[config.mk]
export PLATFORM = sky130hd
export DESIGN_NAME = move_buffer_flat
export DESIGN_NICKNAME = d
export VERILOG_FILES = /design/src/rtl/rap_move_pkg.sv /design/src/rtl/move_buffer_if.sv /design/src/rtl/toggle_edge_detect.sv /design/src/rtl/move_buffer.sv /design/src/flat_wrapper.sv
export SDC_FILE = /design/constraint.sdc
export NUM_CORES = 1
export LEC_CHECK = 0
export BUFFER_PORTS_ARGS = -buffer_cell sky130_fd_sc_hd__buf_2
export CAP_MARGIN = 5
export CORE_ASPECT_RATIO = 1.1
export CORE_MARGIN = 4
export CORE_UTILIZATION = 25
export DETAILED_ROUTE_END_ITERATION = 10
export PLACE_DENSITY_LB_ADDON = 0.12
export RECOVER_POWER = 50
export SLEW_MARGIN = 15
export SYNTH_ARGS = -nofsm -noshare
export SYNTH_HDL_FRONTEND = slang
export SYNTH_SLANG_ARGS = --single-unit
export TNS_END_PERCENT = 1
[constraint.sdc]
create_clock -name clk -period 7.4 [get_ports clk]
set_clock_uncertainty 0.2 [all_clocks]
set_input_delay 1.11 -clock clk [delete_from_list [all_inputs] [get_ports clk]]
set_output_delay 1.11 -clock clk [all_outputs]
set_load 0.02 [all_outputs]
[src/rtl/rap_move_pkg.sv]
// Shared move command definitions used by the SPI parser, the move buffer and the DDA FSM.
package rap_move_pkg;

  localparam int unsigned MOVE_DURATION_BITS = 32;
  localparam int unsigned INCREMENT_BITS     = 64;

  typedef struct packed {
    logic [MOVE_DURATION_BITS-1:0] duration;
    logic                          dir;
    logic [INCREMENT_BITS-1:0]     increment;
    logic [INCREMENT_BITS-1:0]     incrementincrement;
  } move_cmd_t;

endpackage

[src/rtl/move_buffer_if.sv]
// Write-side command handshake plus read-side slot view between the SPI layer, buffer and DDA FSM.
interface move_buffer_if #(
  parameter int unsigned buffer_bits        = 2,
  parameter int unsigned buffer_size        = 4,
  parameter int unsigned move_duration_bits = rap_move_pkg::MOVE_DURATION_BITS,
  parameter int unsigned increment_bits     = rap_move_pkg::INCREMENT_BITS
);
  logic                          wr_valid;
  logic                          wr_ready;
  logic [move_duration_bits-1:0] wr_duration;
  logic                          wr_dir;
  logic [increment_bits-1:0]     wr_increment;
  logic [increment_bits-1:0]     wr_incrementincrement;
  logic [buffer_bits-1:0]        moveind;
  logic                          move_done;
  logic [buffer_size-1:0]        stepready;
  logic [move_duration_bits-1:0] move_duration;
  logic                          move_dir;
  logic [increment_bits-1:0]     move_increment;
  logic [increment_bits-1:0]     move_incrementincrement;
  logic [buffer_bits:0]          occupancy;
  logic                          empty;
  logic                          err_underflow;

  modport master (
    output wr_valid, wr_duration, wr_dir, wr_increment, wr_incrementincrement, moveind, move_done,
    input  wr_ready, stepready, move_duration, move_dir, move_increment, move_incrementincrement,
    input  occupancy, empty, err_underflow
  );

  modport slave (
    input  wr_valid, wr_duration, wr_dir, wr_increment, wr_incrementincrement, moveind, move_done,
    output wr_ready, stepready, move_duration, move_dir, move_increment, move_incrementincrement,
    output occupancy, empty, err_underflow
  );
endinterface

[src/rtl/toggle_edge_detect.sv]
// Turns a level-toggle completion signal into a single-cycle pulse.
module toggle_edge_detect (
  input  logic clk,
  input  logic reset,
  input  logic i_toggle,
  output logic o_pulse
);
  logic r_toggle_q;

  always_ff @(posedge clk or posedge reset) begin
    if (reset) r_toggle_q <= 1'b0;
    else       r_toggle_q <= i_toggle;
  end

  assign o_pulse = i_toggle ^ r_toggle_q;
endmodule

[src/rtl/move_buffer.sv]
// Ring buffer of pending moves feeding the DDA move FSM; tracks occupancy from the move_done toggle.
module move_buffer
  import rap_move_pkg::*;
#(
  parameter int unsigned buffer_bits = 2,
  parameter int unsigned buffer_size = 4
) (
  input logic          clk,
  input logic          reset,
  move_buffer_if.slave bus
);
  localparam logic [buffer_bits:0]   OccFull = buffer_size[buffer_bits:0];
  localparam logic [buffer_bits:0]   OccOne  = 1;
  localparam logic [buffer_bits-1:0] PtrOne  = 1;

  move_cmd_t              r_slots [buffer_size];
  logic [buffer_bits-1:0] r_wr_ptr, w_wr_ptr_d;
  logic [buffer_bits:0]   r_occupancy, w_occupancy_d;
  logic [buffer_size-1:0] r_stepready, w_stepready_d;
  logic                   r_err_underflow, w_err_underflow_d;
  logic                   w_accept, w_done_evt;
  move_cmd_t              w_wr_cmd, w_rd_cmd;

  toggle_edge_detect u_done_edge (
    .clk      (clk),
    .reset    (reset),
    .i_toggle (bus.move_done),
    .o_pulse  (w_done_evt)
  );

  assign bus.wr_ready = (r_occupancy != OccFull);
  assign w_accept     = bus.wr_valid & bus.wr_ready;

  always_comb begin
    w_wr_cmd                    = '0;
    w_wr_cmd.duration           = bus.wr_duration;
    w_wr_cmd.dir                = bus.wr_dir;
    w_wr_cmd.increment          = bus.wr_increment;
    w_wr_cmd.incrementincrement = bus.wr_incrementincrement;
  end

  // Storage is deliberately unreset so it stays a plain register array.
  always_ff @(posedge clk) begin
    if (w_accept) r_slots[r_wr_ptr] <= w_wr_cmd;
  end

  always_comb begin
    w_wr_ptr_d        = r_wr_ptr;
    w_occupancy_d     = r_occupancy;
    w_stepready_d     = r_stepready;
    w_err_underflow_d = r_err_underflow;
    if (w_accept) begin
      w_wr_ptr_d                = r_wr_ptr + PtrOne;
      w_stepready_d[r_wr_ptr]   = ~r_stepready[r_wr_ptr];
    end
    // A retire with nothing outstanding is an upstream protocol error; count stays at zero.
    if (w_done_evt && (r_occupancy == '0)) begin
      w_err_underflow_d = 1'b1;
    end
    if (w_accept && !w_done_evt) begin
      w_occupancy_d = r_occupancy + OccOne;
    end else if (!w_accept && w_done_evt && (r_occupancy != '0)) begin
      w_occupancy_d = r_occupancy - OccOne;
    end
  end

  always_ff @(posedge clk or posedge reset) begin
    if (reset) begin
      r_wr_ptr        <= '0;
      r_occupancy     <= '0;
      r_stepready     <= '0;
      r_err_underflow <= 1'b0;
    end else begin
      r_wr_ptr        <= w_wr_ptr_d;
      r_occupancy     <= w_occupancy_d;
      r_stepready     <= w_stepready_d;
      r_err_underflow <= w_err_underflow_d;
    end
  end

  assign w_rd_cmd                    = r_slots[bus.moveind];
  assign bus.move_duration           = w_rd_cmd.duration;
  assign bus.move_dir                = w_rd_cmd.dir;
  assign bus.move_increment          = w_rd_cmd.increment;
  assign bus.move_incrementincrement = w_rd_cmd.incrementincrement;
  assign bus.stepready               = r_stepready;
  assign bus.occupancy               = r_occupancy;
  assign bus.empty                   = (r_occupancy == '0);
  assign bus.err_underflow           = r_err_underflow;
endmodule

[src/flat_wrapper.sv]
// flat-port wrapper written by rule: the top's interface ports become plain ports
module move_buffer_flat import rap_move_pkg::*;
#(
  parameter int unsigned buffer_bits = 2,
  parameter int unsigned buffer_size = 4
)
  (clk, reset, bus_wr_valid, bus_wr_duration, bus_wr_dir, bus_wr_increment, bus_wr_incrementincrement, bus_moveind, bus_move_done, bus_wr_ready, bus_stepready, bus_move_duration, bus_move_dir, bus_move_increment, bus_move_incrementincrement, bus_occupancy, bus_empty, bus_err_underflow);
  move_buffer_if #(.buffer_bits(buffer_bits), .buffer_size(buffer_size), .move_duration_bits(MOVE_DURATION_BITS), .increment_bits(INCREMENT_BITS)) bus_i ();
  input logic clk;
  input logic reset;
  input wire logic [$bits(bus_i.wr_valid)-1:0] bus_wr_valid;
  input wire logic [$bits(bus_i.wr_duration)-1:0] bus_wr_duration;
  input wire logic [$bits(bus_i.wr_dir)-1:0] bus_wr_dir;
  input wire logic [$bits(bus_i.wr_increment)-1:0] bus_wr_increment;
  input wire logic [$bits(bus_i.wr_incrementincrement)-1:0] bus_wr_incrementincrement;
  input wire logic [$bits(bus_i.moveind)-1:0] bus_moveind;
  input wire logic [$bits(bus_i.move_done)-1:0] bus_move_done;
  output wire logic [$bits(bus_i.wr_ready)-1:0] bus_wr_ready;
  output wire logic [$bits(bus_i.stepready)-1:0] bus_stepready;
  output wire logic [$bits(bus_i.move_duration)-1:0] bus_move_duration;
  output wire logic [$bits(bus_i.move_dir)-1:0] bus_move_dir;
  output wire logic [$bits(bus_i.move_increment)-1:0] bus_move_increment;
  output wire logic [$bits(bus_i.move_incrementincrement)-1:0] bus_move_incrementincrement;
  output wire logic [$bits(bus_i.occupancy)-1:0] bus_occupancy;
  output wire logic [$bits(bus_i.empty)-1:0] bus_empty;
  output wire logic [$bits(bus_i.err_underflow)-1:0] bus_err_underflow;
  assign bus_i.wr_valid = bus_wr_valid;
  assign bus_i.wr_duration = bus_wr_duration;
  assign bus_i.wr_dir = bus_wr_dir;
  assign bus_i.wr_increment = bus_wr_increment;
  assign bus_i.wr_incrementincrement = bus_wr_incrementincrement;
  assign bus_i.moveind = bus_moveind;
  assign bus_i.move_done = bus_move_done;
  assign bus_wr_ready = bus_i.wr_ready;
  assign bus_stepready = bus_i.stepready;
  assign bus_move_duration = bus_i.move_duration;
  assign bus_move_dir = bus_i.move_dir;
  assign bus_move_increment = bus_i.move_increment;
  assign bus_move_incrementincrement = bus_i.move_incrementincrement;
  assign bus_occupancy = bus_i.occupancy;
  assign bus_empty = bus_i.empty;
  assign bus_err_underflow = bus_i.err_underflow;
  move_buffer #(.buffer_bits(buffer_bits), .buffer_size(buffer_size)) u_core (.clk(clk), .reset(reset), .bus(bus_i));
endmodule
# Yosys cells after proc, flatten, opt, wreduce, memory -nomap -nowiden

Memories as Yosys holds them, arrays and structs flattened.
Index checks and enable logic that the tools add are counted.

Add/sub/neg operators: 3
Magnitude comparators: 2
Equality and inequality tests: 1
Multiplexer cells: 9
Bitwise operators: 3
Reduce and logical (&&, ||, !) cells: 10

Operator list:

| kind                  | count |
|---|---|
| $mux W3               | 2 |
| $logic_and A1 B1 Y1   | 5 |
| $bwmux W4             | 1 |
| $mux W1               | 4 |
| $add A3 B1 Y3 const B | 1 |
| $logic_not A3 Y1      | 1 |
| $lt A2 B3 Y1 const B  | 1 |
| $ne A3 B3 Y1 const B  | 1 |
| $reduce_bool A3 Y1    | 1 |
| $sub A3 B1 Y3 const B | 1 |
| $add A2 B1 Y2 const B | 1 |
| $bmux W1 S2           | 1 |
| $demux W1 S2          | 1 |
| $ge A2 B1 Y1 const B  | 1 |
| $logic_not A1 Y1      | 2 |
| $reduce_bool A2 Y1    | 1 |
| $and A1 B1 Y1         | 1 |
| $not A1 Y1            | 1 |
| $xor A1 B1 Y1         | 1 |

Register bits after elaboration: 11
Bits in writable memories: 644
Bits of input ports: 167
Output and inout bits: 171
Memories: 1

Memories:

| memory         | depth | bits a word | read ports | clocked after Yosys merged registers in | write ports | RTL line          | source |
|---|---|---|---|---|---|---|---|
| u_core.r_slots | 4     | 161         | 1          | 0                                       | 1           | move_buffer.sv:16 | `move_cmd_t r_slots [buffer_size];` |

# Logic depth before layout (Yosys ltp)

Gate-level depths: netlist of run 1.

Word-level depth: 7
Mapped depth: 9
Depth with buffers taken out: 8

# Cells and area by module

Synthesis of run 1 repeated with hierarchy kept, for this count alone.

Cells, all modules: 903
Area total of the unflattened synthesis: 23834.1 um2

By module, submodules not included:

| module             | instances | cells each | area each (um2) | sequential area each (um2) |
|---|---|---|---|---|
| move_buffer        | 1         | 900        | 23796.6         | 19588.8 |
| toggle_edge_detect | 1         | 3          | 37.5            | 25.0 |

# Worst setup path before layout of run 1

OpenSTA, ideal clock, no wires.

Kind: input -> register
Start: in bus_wr_valid
End: reg u_core.r_stepready[1], in the netlist u_core.bus.stepready[1]
Setup time: 319 ps
Arrival: 5462 ps
Setup slack: 1419 ps
Stages: 4
Cells stage by stage: a21boi_1 > buf_2 > and2_1 > a21oi_1

Word-level cells in the longest chain between the ends: 1

RTL lines:

| element              | RTL line           | source |
|---|---|---|
| from (decl)          | flat_wrapper.sv:11 | `input wire logic [$bits(bus_i.wr_valid)-1:0] bus_wr_valid;` |
| $and A1 B1 Y1        | move_buffer.sv:32  | `assign w_accept = bus.wr_valid & bus.wr_ready;` |
| to (signal assigned) | move_buffer.sv:76  | `r_stepready <= w_stepready_d;` |
| to (decl)            | move_buffer.sv:19  | `logic [buffer_size-1:0] r_stepready, w_stepready_d;` |

Every way passes these cells.
A chain may end at the register's enable or synchronous reset.

# Worst setup path in the final report of run 1

Start: in bus_wr_valid
End: mem u_core.r_slots[0][38] in the netlist's numbering (enable)

Word-level cells in the longest chain between the ends: 3

RTL lines:

| element                       | RTL line          | source |
|---|---|---|
| $and A1 B1 Y1                 | move_buffer.sv:32 |  |
| $mux W1                       | move_buffer.sv:44 | `if (w_accept) r_slots[r_wr_ptr] <= w_wr_cmd;` |
| $mux W1 (not written as such) | move_buffer.sv:44 |  |
| to (decl)                     | move_buffer.sv:16 |  |

Every way passes these cells.

==> results of run 1 <==
power by group through the flow:
stage	clock, W	sequential, W	combinational (W)
after floorplan	0	0.00521	0.000934
after global placement	0	0.00510	0.00171
after detailed placement	0	0.00512	0.00171
after CTS	0.00353	0.00505	0.00171
after global routing	0.00369	0.00509	0.00174
final	0.00337	0.00504	0.00160
cells in the mapped netlist:
cell type / count / area share [%]
a21boi_1: 1 / 0.032
a21o_2: 1 / 0.037
a21oi_1: 9 / 0.19
and2_1: 4 / 0.10
and2_2: 1 / 0.032
buf_2: 20 / 0.42
buf_6: 10 / 0.47
clkbuf_1: 7 / 0.11
dfrtp_1: 11 / 1.2
edfxtp_1: 644 / 81
fa_1: 1 / 0.084
ha_1: 4 / 0.21
inv_1: 4 / 0.063
mux4_2: 162 / 15
nand2_1: 5 / 0.079
nand2b_1: 1 / 0.026
nand3_1: 2 / 0.042
nor2_1: 4 / 0.063
nor3_1: 4 / 0.084
o2111ai_1: 1 / 0.037
o211ai_1: 1 / 0.032
o21ai_0: 4 / 0.084
o311a_1: 1 / 0.042
xnor2_1: 3 / 0.11
xor2_2: 1 / 0.068
layer usage:
layer	GRT usage, %	vias up	routed length, um
li1	-	4714	-
met2	18.8	305	28000
met5	0	-	88
met1	13.7	5747	23300
met3	4.43	90	4880
met4	3.12	12	1090
path summary, 6_finish.rpt:
check,from,endpoint,cells after the start
worst max-delay path,bus_wr_valid,u_core.r_slots[0][38],4
worst min-delay path,u_core.bus.err_underflow,u_core.bus.err_underflow,1
worst max register to register,u_core.bus.occupancy[0],u_core.r_slots[0][38],4
worst min register to register,u_core.bus.err_underflow,u_core.bus.err_underflow,1
max in group asynchronous,reset,u_core.bus.stepready[3],2
min in group asynchronous,reset,u_core.bus.err_underflow,2
area by class of cell:
cell class / instances / area (um^2) / area share [%]
Inverter: 4 / 15.0 / 0.0517
Multi-Input combinational cell: 210 / 3970 / 13.7
Tap cell: 1260 / 1580 / 5.43
Sequential cell: 655 / 19600 / 67.5
Clock buffer: 94 / 1950 / 6.70
Timing Repair Buffer: 350 / 1690 / 5.80
Clock inverter: 32 / 235 / 0.810
Antenna cell: 5 / 12.5 / 0.0431
layout by cell type (no fill, tap or decap), types with 2 or more instances in the layout:
| cell | synthesis | layout |
|---|---|---|
| clkinv_1 | 0 | 12 |
| diode_2 | 0 | 5 |
| clkbuf_1 | 7 | 191 |
| buf_12 | 0 | 8 |
| buf_2 | 20 | 163 |
| bufinv_16 | 0 | 3 |
| and2_4 | 0 | 3 |
| a21oi_1 | 9 | 9 |
| inv_6 | 0 | 4 |
| nor3_1 | 4 | 4 |
| xnor2_1 | 3 | 3 |
| o21ai_0 | 4 | 4 |
| ha_1 | 4 | 4 |
| dfrtp_1 | 11 | 11 |
| buf_4 | 0 | 5 |
| nand3_1 | 2 | 2 |
| mux4_2 | 162 | 162 |
| nand2_1 | 5 | 5 |
| clkbuf_16 | 0 | 75 |
| inv_1 | 4 | 4 |
| edfxtp_1 | 644 | 644 |
| clkinv_2 | 0 | 13 |
| nor2_1 | 4 | 4 |
state kept, by name, indices dropped and copies added (netlist names):
| register | count |
|---|---|
| u_core.r_slots | 644 |
| u_core.bus.stepready | 4 |
| u_core.bus.occupancy | 3 |
| u_core.r_wr_ptr | 2 |
| u_core.bus.err_underflow | 1 |
| u_core.u_done_edge.r_toggle_q | 1 |
worst max-delay path, stage by stage:
cell and delay (ns):
buf_2 0.16, a21boi_0 1.08, and2_0 1.83, buf_12 0.57
stage by stage:
step                util (%)  total power (W)  cell area (um^2)  setup slack, ns
CTS                     31.0           0.0103             29300             2.98
global route            30.8           0.0105             29000             1.99
finish                  30.8           0.0100             29100             2.47
floorplan                  -          0.00614             23800             1.42
detailed placement      28.7          0.00683             27100             2.98
global placement        28.7          0.00680             27100             2.96
cells by family after synthesis:
logic type | Yosys count
mux | 162
compound gates | 18
simple gates | 21
fa+ha+maj | 5
buf+inv | 41
flops | 655
xor+xnor | 4
==> results.yml, run 1 <==
synth:
  synth_compound_area_share_pct: 0.451
  synth_fa_ha_area_share_pct: 0.294
  synth_top_family_by_area: "multiplexers"
  synthCells: 906
  syn-cell-area_um2: 23800
  synthXorXnorAreaFrac_pct: 0.178
  ys_types: 25
  ys_seq_area_share_pct: 82.3
  synthesis.nets: 1078
  synth-simple-area-share_pct: 0.430
  muxShareOfSynthArea_pct: 15.3
  synth-seq-cells: 655
  yosysWarnings: 0
  syn_avg_cell_area_um2: 26.3
placed_design:
  hpwl_mm: 33.4
  place_congestion: 0.666
  place_inst: 2479
  io_buffer_count: 337
timing:
  grt_setup_unrepaired: "false"
  finalSetupViolCount: 0
  holdWs_ns: 0.273
  totalNegativeSetupSlack_ns: 0
  fin_crit_sh_pct: 66.7
  final_max_slew_viol_count: 27
  timing_hold_violations_final: 0
  worstMarginPinSlew_ns: 2.33
  maxSlewHeadroom_pct: -55.6
  fmax_ghz: 0.203
  finalCriticalPeriod_ns: 4.93
critical_path:
  start_kind: "input pin"
  endpoint_kind: "flip-flop"
  critPathArrivalTime_ns: 4.95
  r2r_slack_ns: 2.49
  critPathKind: "in -> reg"
  crit_path_max_fanout: 104
  required_ns: 7.42
grt:
  antenna_found_initial: 11
  grt_pass1_wl_mm: 83.5
  grt_pass1_vias: 12160
  grt_overflow: 0
  track_usage_pct: 11.3
  grt_max_degree: 105
clock_network:
  htreeDepth: 3
  post_cts_resized: 0
  clk-insertion-delay-late_ns: 0.59
  ctsHoldBuffers: 0
  cts_made_buffers: 74
  clkSinkCount: 655
  cts_max_path_buffers: 3
  cts-root-buf: "clkbuf_16"
  cts_tree: "built"
  cts.clk_slew.worst_paths_ns: 0.06
  postCtsSetupRepairBufs: 0
floorplanning:
  dieArea_um2: 100000
  start_util_pct: 25.3
  fp.dieW_um: 302
  die_y_um: 332
  core_um2: 94300
  io_pins: 338
  row_count: 118
route:
  vias: 10868
  wirelength_mm: 57.4
  drt_pass1_iterations: 4
  antenna_left: 0
  post_drt_wl_per_cell_um: 22.0
  avgViaCountPerCell: 4.16
  drt_first_iter_violations: 567
  drc: 0
power_and_ir_drop:
  clkPwrFrac_pct: 33.7
  p_int_w: 0.00733
  p_per_area_nw_per_um2: 344
  p_sw_share_pct: 26.7
  sequentialPowerShare_pct: 50.4
  cellLeakagePower_nw: 9.22
  peakVddDrop_uv: 175
  comb_power_share_pct: 15.9
  p_sw_w: 0.00267
cells_and_area:
  layout-drive-gt1-share_pct: 32.7
  final_nets: 1467
  n_fill_cell: 9182
  syn_to_final_growth_pct: 21.9
  fin_cells: 2610
job:
  max_cap_viol_count: 1
run_status:
  status: "complete, but fails checks"
  violations: "max-capacitance violations, max-slew violations"
hold_path:
  min_path_type: "reg -> reg"
Note: power is estimated with default switching activity, not from simulation.
==> run 2: changes to the inputs <==
==> constraint.sdc (replaced) <==
create_clock -name clk -period 4.6 [get_ports clk]
set_clock_uncertainty 0.2 [all_clocks]
set_input_delay 0.69 -clock clk [delete_from_list [all_inputs] [get_ports clk]]
set_output_delay 0.69 -clock clk [all_outputs]
set_load 0.02 [all_outputs]
==> results.yml, run 2 (synthesis results as in run 1) <==
timing:
  maxSlewHeadroom_pct: 54.5
  finalSetupViolCount: 0
  final_max_slew_viol_count: 0
  fin_crit_sh_pct: 69.3
  finalCriticalPeriod_ns: 3.19
  fmax_ghz: 0.314
  timing_hold_violations_final: 0
  worstMarginPinSlew_ns: 0.682
  totalNegativeSetupSlack_ns: 0
  grt_setup_unrepaired: "false"
route:
  top_layer: "met5"
  drt_first_iter_violations: 512
  drt_pass1_iterations: 6
  wirelength_mm: 58.0
  wl_met3_mm: 4.39
  m1WireLength_mm: 23.2
  avgViaCountPerCell: 4.17
  vias: 11056
  post_drt_wl_per_cell_um: 21.9
  antenna_left: 0
  wl_met2_mm: 29.2
  drc: 0
clock_network:
  cts.clk_slew.worst_paths_ns: 0.06
  htreeDepth: 3
  clkSinkCount: 655
  cts_tree: "built"
  postCtsSetupRepairBufs: 0
  post_cts_resized: 0
  cts-root-buf: "clkbuf_16"
  cts_made_buffers: 75
  cts_max_path_buffers: 3
  ctsHoldBuffers: 1
  clk-insertion-delay-late_ns: 0.60
floorplanning:
  row_count: 118
  start_util_pct: 25.3
  dieArea_um2: 100000
  io_pins: 338
  core_um2: 94300
  die_y_um: 332
  fp.dieW_um: 302
critical_path:
  start_kind: "input pin"
  endpoint_kind: "output port"
  required_ns: 3.71
  regToRegEndpoint: "u_core.r_slots[2][71]"
  r2r_slack_ns: 1.68
  critPathKind: "in -> out"
  critPathArrivalTime_ns: 2.30
  crit_path_max_fanout: 43
  reg2regPathDepth: 5
  r2r-start: "u_core.bus.occupancy[1]"
hold_path:
  holdCritStartpoint: "bus_move_done"
  min_path_cells: 1
  min_path_type: "in -> reg"
  min_to: "u_core.u_done_edge.r_toggle_q"
placed_design:
  place_congestion: 0.705
  hpwl_mm: 36.6
  io_buffer_count: 337
cells_and_area:
  layout-drive-gt1-share_pct: 35.0
  top_register: "u_core.r_slots"
  layout_common_cells: "644 x edfxtp_1, 191 x clkbuf_1, 167 x buf_2"
  syn_to_final_growth_pct: 24.5
  mostFrequentLayoutCell: "edfxtp_1"
  largest_reg_flops: 644
  fin_util_pct: 31.5
  final_nets: 1504
power_and_ir_drop:
  sequentialPowerShare_pct: 48.8
  comb_power_share_pct: 16.5
  p_per_area_nw_per_um2: 557
  clkPwrFrac_pct: 34.6
  peakVddDrop_uv: 424
  cellLeakagePower_nw: 9.55
  p_sw_share_pct: 26.5
  p_total_w: 0.0165
  p_int_w: 0.0122
  p_sw_w: 0.00438
job:
  max_cap_viol_count: 0
run_status:
  status: "completed"
grt:
  grt_pass1_vias: 12455
  grt_max_degree: 70
  grt_overflow: 0
  grt_pass1_wl_mm: 85.1
  track_usage_pct: 11.5
  antenna_found_initial: 9
[run 2: changes by cell type in the layout (fill, tap and decap cells not counted), moves of 3 or more]
cell      previous run  this run
diode_2              5         1
buf_4                5        25
clkinv_1            12         9
buf_12               8        22
inv_6                4         1
buf_2              163       167
[run 2: routing by layer]
layer | track usage (%) | vias up
li1 | - | 4795
met1 | 13.8 | 5854
met2 | 19.4 | 303
met3 | 4.23 | 94
met4 | 3.07 | 10
met5 | 0 | -
[run 2: metrics by stage]
step                hold WS [ns]  instances  cell area [um^2]  worst slack (ns)
global route              0.0404       2650             29700              1.26
CTS                     0.000513       2650             29900              1.32
finish                    0.0702       2651             29700              1.41
floorplan                  0.342        906             23800            -0.768
global placement           0.243       2514             27500              1.34
detailed placement         0.257       2514             27500              1.34
[run 2: power groups by stage]
stage	combinational, W	sequential (W)	clock [W]
final	0.00273	0.00808	0.00573
after floorplan	0.00150	0.00831	0
after CTS	0.00291	0.00809	0.00598
after global routing	0.00298	0.00816	0.00625
after global placement	0.00290	0.00817	0
after detailed placement	0.00291	0.00822	0
[run 2: worst max-delay path by stage]
stage / start / endpoint / slack (ns)
2_1_floorplan: u_core.bus.occupancy[0] / u_core.bus.stepready[2] / -0.77
3_3_place_gp: bus_moveind[0] / bus_move_incrementincrement[21] / 1.34
3_5_place_dp: bus_moveind[0] / bus_move_duration[11] / 1.34
4_1_cts: bus_moveind[0] / bus_move_duration[11] / 1.32
5_1_grt: bus_moveind[0] / bus_move_incrementincrement[21] / 1.26
6_report: bus_moveind[0] / bus_move_duration[30] / 1.41
[run 2: worst max-delay path, cell delays in order]
cell    delay [ns]
buf_8         0.45
buf_4         0.37
mux4_2        0.55
buf_2         0.18
[run 2: area by class of cell]
| cell class | instances | area, um^2 |
|---|---|---|
| antenna | 1 | 2.50 |
| clock buffer | 101 | 2040 |
| clock inverter | 34 | 332 |
| fill | 9149 | 64700 |
| inverter | 4 | 15.0 |
| multi-input combinational | 210 | 3970 |
| sequential | 655 | 19600 |
| tap | 1260 | 1580 |
| timing repair buffer | 386 | 2130 |
